==> src/rtl/clint_bridge.sv <==
// CLINT front end: decodes cluster data-port accesses to msip/mtimecmp/mtime in the BASE window.
// Optional CLINT_MTIMECMP_ATOMIC_EN: buffer mtimecmp lo writes until the hi half commits both.
module clint_bridge #(
  parameter logic [31:0] BASE     = 32'h0200_0000,
  parameter int          MSIP_BIT = 3
) (
  input  logic        CLK,
  input  logic        RST,
  input  logic [31:0] w_data_addr,
  input  logic [31:0] w_data_wdata,
  input  logic        w_data_we,
  input  logic        w_data_re,
  input  logic [63:0] w_mtime,
  input  logic [63:0] w_mtimecmp,
  input  logic [31:0] w_mip,
  output logic [63:0] w_wmtimecmp,
  output logic        w_clint_we,
  output logic [31:0] w_wmip,
  output logic        w_plic_we,
  output logic [31:0] r_rdata,
  output logic        r_rvalid,
  output logic        r_busy
);

  localparam logic [15:0] OFF_MSIP   = 16'h0000;
  localparam logic [15:0] OFF_CMP_LO = 16'h4000;
  localparam logic [15:0] OFF_CMP_HI = 16'h4004;
  localparam logic [15:0] OFF_TIM_LO = 16'hBFF8;
  localparam logic [15:0] OFF_TIM_HI = 16'hBFFC;

  typedef enum logic {IDLE, COMMIT} state_t;

  state_t      state_q, state_d;
  logic [63:0] wmtimecmp_q, wmtimecmp_d;
  logic        clint_we_q, clint_we_d;
  logic [31:0] wmip_q, wmip_d;
  logic        plic_we_q, plic_we_d;
  logic [31:0] rdata_q, rdata_d;
  logic        rvalid_q, rvalid_d;

  logic        hit;
  logic [15:0] offset;
  logic        wr_acc;
  logic        rd_acc;

  assign hit    = (w_data_addr[31:16] == BASE[31:16]);
  assign offset = w_data_addr[15:0];
  assign wr_acc = w_data_we && hit && (state_q == IDLE);
  // A write strobe always takes precedence over a read in the same cycle.
  assign rd_acc = w_data_re && hit && !w_data_we;

`ifdef CLINT_MTIMECMP_ATOMIC_EN
  logic [31:0] shadow_lo_q, shadow_lo_d;
  logic        lo_pending_q, lo_pending_d;
`endif

  always_comb begin
    state_d     = wr_acc ? COMMIT : IDLE;
    wmtimecmp_d = wmtimecmp_q;
    clint_we_d  = 1'b0;
    wmip_d      = wmip_q;
    plic_we_d   = 1'b0;
    rdata_d     = rdata_q;
    rvalid_d    = 1'b0;
`ifdef CLINT_MTIMECMP_ATOMIC_EN
    shadow_lo_d  = shadow_lo_q;
    lo_pending_d = lo_pending_q;
`endif

    // Update values are formed at the accepting edge so the pulse lines up with COMMIT.
    if (wr_acc) begin
      case (offset)
        OFF_MSIP: begin
          wmip_d           = w_mip;
          wmip_d[MSIP_BIT] = w_data_wdata[0];
          plic_we_d        = 1'b1;
        end
        OFF_CMP_LO: begin
`ifdef CLINT_MTIMECMP_ATOMIC_EN
          shadow_lo_d  = w_data_wdata;
          lo_pending_d = 1'b1;
`else
          wmtimecmp_d = {w_mtimecmp[63:32], w_data_wdata};
          clint_we_d  = 1'b1;
`endif
        end
        OFF_CMP_HI: begin
`ifdef CLINT_MTIMECMP_ATOMIC_EN
          wmtimecmp_d  = {w_data_wdata, lo_pending_q ? shadow_lo_q : w_mtimecmp[31:0]};
          lo_pending_d = 1'b0;
`else
          wmtimecmp_d = {w_data_wdata, w_mtimecmp[31:0]};
`endif
          clint_we_d = 1'b1;
        end
        default: ;
      endcase
    end

    if (rd_acc) begin
      rvalid_d = 1'b1;
      case (offset)
        OFF_MSIP:   rdata_d = {31'b0, w_mip[MSIP_BIT]};
`ifdef CLINT_MTIMECMP_ATOMIC_EN
        OFF_CMP_LO: rdata_d = lo_pending_q ? shadow_lo_q : w_mtimecmp[31:0];
`else
        OFF_CMP_LO: rdata_d = w_mtimecmp[31:0];
`endif
        OFF_CMP_HI: rdata_d = w_mtimecmp[63:32];
        OFF_TIM_LO: rdata_d = w_mtime[31:0];
        OFF_TIM_HI: rdata_d = w_mtime[63:32];
        default:    rdata_d = 32'b0;
      endcase
    end
  end

  always_ff @(posedge CLK or posedge RST) begin
    if (RST) begin
      state_q     <= IDLE;
      wmtimecmp_q <= 64'b0;
      clint_we_q  <= 1'b0;
      wmip_q      <= 32'b0;
      plic_we_q   <= 1'b0;
      rdata_q     <= 32'b0;
      rvalid_q    <= 1'b0;
    end else begin
      state_q     <= state_d;
      wmtimecmp_q <= wmtimecmp_d;
      clint_we_q  <= clint_we_d;
      wmip_q      <= wmip_d;
      plic_we_q   <= plic_we_d;
      rdata_q     <= rdata_d;
      rvalid_q    <= rvalid_d;
    end
  end

`ifdef CLINT_MTIMECMP_ATOMIC_EN
  always_ff @(posedge CLK or posedge RST) begin
    if (RST) begin
      shadow_lo_q  <= 32'b0;
      lo_pending_q <= 1'b0;
    end else begin
      shadow_lo_q  <= shadow_lo_d;
      lo_pending_q <= lo_pending_d;
    end
  end
`endif

  assign w_wmtimecmp = wmtimecmp_q;
  assign w_clint_we  = clint_we_q;
  assign w_wmip      = wmip_q;
  assign w_plic_we   = plic_we_q;
  assign r_rdata     = rdata_q;
  assign r_rvalid    = rvalid_q;
  assign r_busy      = (state_q == COMMIT);

endmodule

==> config.mk <==
export PLATFORM = sky130hd
export DESIGN_NAME = clint_bridge
export DESIGN_NICKNAME = d
export VERILOG_FILES = /design/src/rtl/clint_bridge.sv
export SDC_FILE = /design/constraint.sdc
export NUM_CORES = 1
export LEC_CHECK = 0
export ABC_AREA = 1
export ABC_CLOCK_PERIOD_IN_PS = 10130
export BUFFER_PORTS_ARGS = -buffer_cell sky130_fd_sc_hd__buf_2
export CAP_MARGIN = 15
export CORE_AREA = 2 2 139 141
export DETAILED_ROUTE_END_ITERATION = 10
export DIE_AREA = 0 0 141 143
export HOLD_SLACK_MARGIN = 0.15
export PLACE_DENSITY = 0.75
export SYNTH_ARGS = -nofsm -noshare
export SYNTH_HDL_FRONTEND = slang
export SYNTH_SLANG_ARGS = --single-unit
export TNS_END_PERCENT = 5
==> constraint.sdc <==
create_clock -name CLK -period 10.13 [get_ports CLK]
set_input_delay 0.5065 -clock CLK [delete_from_list [all_inputs] [get_ports CLK]]
set_output_delay 0.5065 -clock CLK [all_outputs]
set_load 0.03 [all_outputs]
==> key figures <==
Floorplanning
  • Row count: 50
  • Initial core utilization: 0.397
  • Die X: 141 um
  • I/O pins: 360
  • Die area: ~0.02 mm^2
  • Core area: ~0.019 mm^2
  • Die Height: around 140 um

Synthesis
  • Post-Syn Area per Cell: approximately 7 um^2
  • Yosys reg bits: between 100 and 150
  • Syn Nets: between 1000 and 1500
  • Post-synthesis cell count: between 1000 and 1500
  • Synth cell types: 21
  • Sequential area share after synthesis: 0.447
  • Syn Std Cell Area: around 0.0074 mm^2
  • Ys Warns: 0

Pwr
  • Power Density: 123 mW/mm^2
  • Int Pwr: between 0.9 and 1 mW
  • Clock share of power: 0.494
  • Combinational Power Share: 0.072
  • Net switching power: 0.292 mW
  • Reg power frac: 0.435
  • Leakage: between 5 and 6 nW
  • Power, Total: 1.21 mW
  • VDD IR max: ~0.10 mV
  • Net Sw Frac: 0.241

Drt
  • Initial DRT Pass Iterations: 5
  • Antenna-violating nets left: 0
  • WL/cell: approximately 16 um
  • Vias: a little over 8000
  • Drt drc: 0
  • First DRT Iteration DRCs: 658
  • Vias/cell: 5.08
  • Drt total wl: 26600 um

Clock tree
  • CTS tree: built
  • Htree depth: 4
  • Num CTS Buffers: 17
  • Root Buffer: clkbuf_16
  • Clock Latency Late Sink: 0.42 ns
  • Max clock buf depth: 2
  • CTS sink count: 132
  • Clk slew on worst S/H paths: 0.06 ns

Setup path
  • Slowest cell on crit path: nor2_4
  • Crit-path cells: buf_2 -> nor2_1 -> nand2_1 -> nor2_4 -> nand2_1 -> nand2_2 -> buf_4 -> nand2_2 -> buf_4 -> nand2_1 -> nand2_1
  • Reg2reg end: w_wmtimecmp[24]
  • Worst Path Buf+Inv: 3
  • CP Data Arrival Time: roughly 3.5 ns
  • Cell family with most CP delay: simple AND/OR/NAND/NOR gates
  • Flop-to-flop setup slack: 8.44 ns
  • CP peak stage delay: approximately 0.73 ns
  • Critical R2R Launch: r_busy
  • Cell mode on critical path: nand2_1
  • Startpoint types: primary input
  • Critical path class: in -> reg
  • Crit path capture type: flip-flop
  • Crit path max fanout: 65
  • Reg2reg path depth: 4
  • Critical Path RT: around 10 ns

Run status
  • Status: complete, no violations

STA
  • Unrepaired setup endpoints after global routing: no
  • Skew final: 0.0106 ns
  • Post-route clock period utilization: 0.316
  • Worst Hold Slack: 0.304 ns
  • Max-slew headroom: 0.290
  • Final Slew Violations: 0
  • Fin Setup TNS: 0 ns
  • Hold Vio Cnt, Final: 0
  • Final setup vio count: 0
  • Tightest Pin Transition: approximately 1.1 ns
  • Final min period: 3.20 ns
  • Fmax: ~310 MHz

Global routing
  • First-pass GRT wire length: 39800 um
  • Vias in the first global route: between 7000 and 8000
  • Grt ovf: 0
  • Initial antenna violation count: 8
  • Global Route Usage Sum: 0.255
  • Largest net degree at the start of global routing: between 90 and 100

Layout
  • P&R area growth vs syn: 33.2%
  • Finished Layout Cells: 1636
  • Leading cell types in the layout, fill and taps excluded: nand2_1, buf_2, nand3_1
  • Nets: about 1600
  • Commonest non-fill, non-tap cell in the layout: nand2_1
  • Design Area, Final: a little under 0.01 mm^2
  • Share of layout cells above drive strength 1: 0.298

Placed design
  • DP HPWL: approximately 20000 um
  • Routability congestion estimate from global placement: ~0.95
  • Dpl cell area: around 0.0092 mm^2
  • Port-buffer cells: around 360
  • Dpl cells: around 1600

Hold path
  • Worst hold path startpoint: w_mip[16]
  • Min-delay worst type: in -> reg
  • WHS Endpoint: w_wmip[16]
  • Hold path cells: 3

Run
  • Max cap viols: 0
[state kept, by name (all words and copies together) (netlist names)]
| signal | flops |
|---|---|
| r_busy | 1 |
| r_rdata | 32 |
| w_clint_we | 1 |
| w_wmtimecmp | 64 |
| w_plic_we | 1 |
| w_wmip | 32 |
| r_rvalid | 1 |
[per-layer routing]
metal | wire length [um] | vias to the layer above | GRT usage
met1 | 11400 | 3720 | 0.343
met4 | 757 | 0 | 0.108
met3 | 2140 | 54 | 0.0510
met2 | 12300 | 452 | 0.404
met5 | 0 | - | 0
li1 | - | 4089 | -
[worst reg2reg max path: stages, from the launching register on]
cell and delay, ns:
dfrtp_1 0.42, nor3_4 0.20, buf_4 0.58, nand3_1 0.29, nand2_1 0.13
[final cells by class]
cell class / instances / area (um^2)
antenna: 8 / 20.0
clock buffer: 20 / 457
clock inverter: 12 / 119
fill: 1842 / 8740
inverter: 45 / 174
multi-input combinational: 813 / 3540
sequential: 132 / 3300
tap: 234 / 293
timing repair buffer: 372 / 1930
[cells in the mapped netlist]
| library cell | instances | area [um^2] |
|---|---|---|
| nor3_2 | 1 | 10.0 |
| nor2_4 | 2 | 22.5 |
| inv_2 | 1 | 3.75 |
| dfrtp_1 | 132 | 3300 |
| nor2_2 | 2 | 12.5 |
| buf_4 | 8 | 60.1 |
| nand3_1 | 261 | 1310 |
| nand4_1 | 3 | 18.8 |
| a21oi_1 | 1 | 5.00 |
| buf_6 | 3 | 33.8 |
| buf_2 | 43 | 215 |
| and2_1 | 1 | 6.26 |
| o21ai_1 | 27 | 135 |
| clkbuf_1 | 19 | 71.3 |
| nor3b_2 | 1 | 12.5 |
| nor3_1 | 1 | 5.00 |
| buf_1 | 7 | 26.3 |
| inv_1 | 44 | 165 |
| nand2_1 | 440 | 1650 |
| o21ai_0 | 36 | 180 |
| nor2_1 | 37 | 139 |
[stage by stage]
| step | setup slack (ns) | util |
|---|---|---|
| 6_report | 6.93 | 0.529 |
| 5_1_grt | 6.63 | 0.529 |
| 4_1_cts | 6.91 | 0.526 |
| 3_5_place_dp | 6.48 | 0.494 |
| 3_3_place_gp | 6.55 | 0.494 |
| 2_1_floorplan | 6.10 | - |
[repair_timing]
item / CTS / global route
setup buffers: 0 / 0
hold buffers: 1 / 0
resized for setup: 0 / 0
hold endpoints to repair: 26 / 0
[power by group through the flow]
stage / clock network, mW / logic, mW / registers (mW)
6_report: 0.599 / 0.0869 / 0.527
5_1_grt: 0.630 / 0.0967 / 0.527
4_1_cts: 0.607 / 0.0869 / 0.527
3_5_place_dp: 0 / 0.0862 / 0.537
3_3_place_gp: 0 / 0.0853 / 0.537
2_1_floorplan: 0 / 0.0245 / 0.537
[worst max path at each step]
stage               depth (start not counted)            from  slack (ns)               to
CTS                                        11  w_data_addr[7]        6.91  w_wmtimecmp[24]
floorplan                                   1             RST        6.10           r_busy
global route                               11  w_data_addr[7]        6.63  w_wmtimecmp[25]
finish                                     11  w_data_addr[7]        6.93  w_wmtimecmp[56]
detailed placement                         11  w_data_addr[7]        6.48  w_wmtimecmp[24]
global placement                           11  w_data_addr[7]        6.55  w_wmtimecmp[24]
[cells by family after synthesis]
kind of cell           count (synthesis)  share of synthesized area
AO/OA/AOI/OAI                         64                     0.0434
buffers and inverters                125                     0.0780
flip-flops                           132                      0.447
AND/OR/NAND/NOR                      749                      0.431
Power figures use the tool's default switching activity.
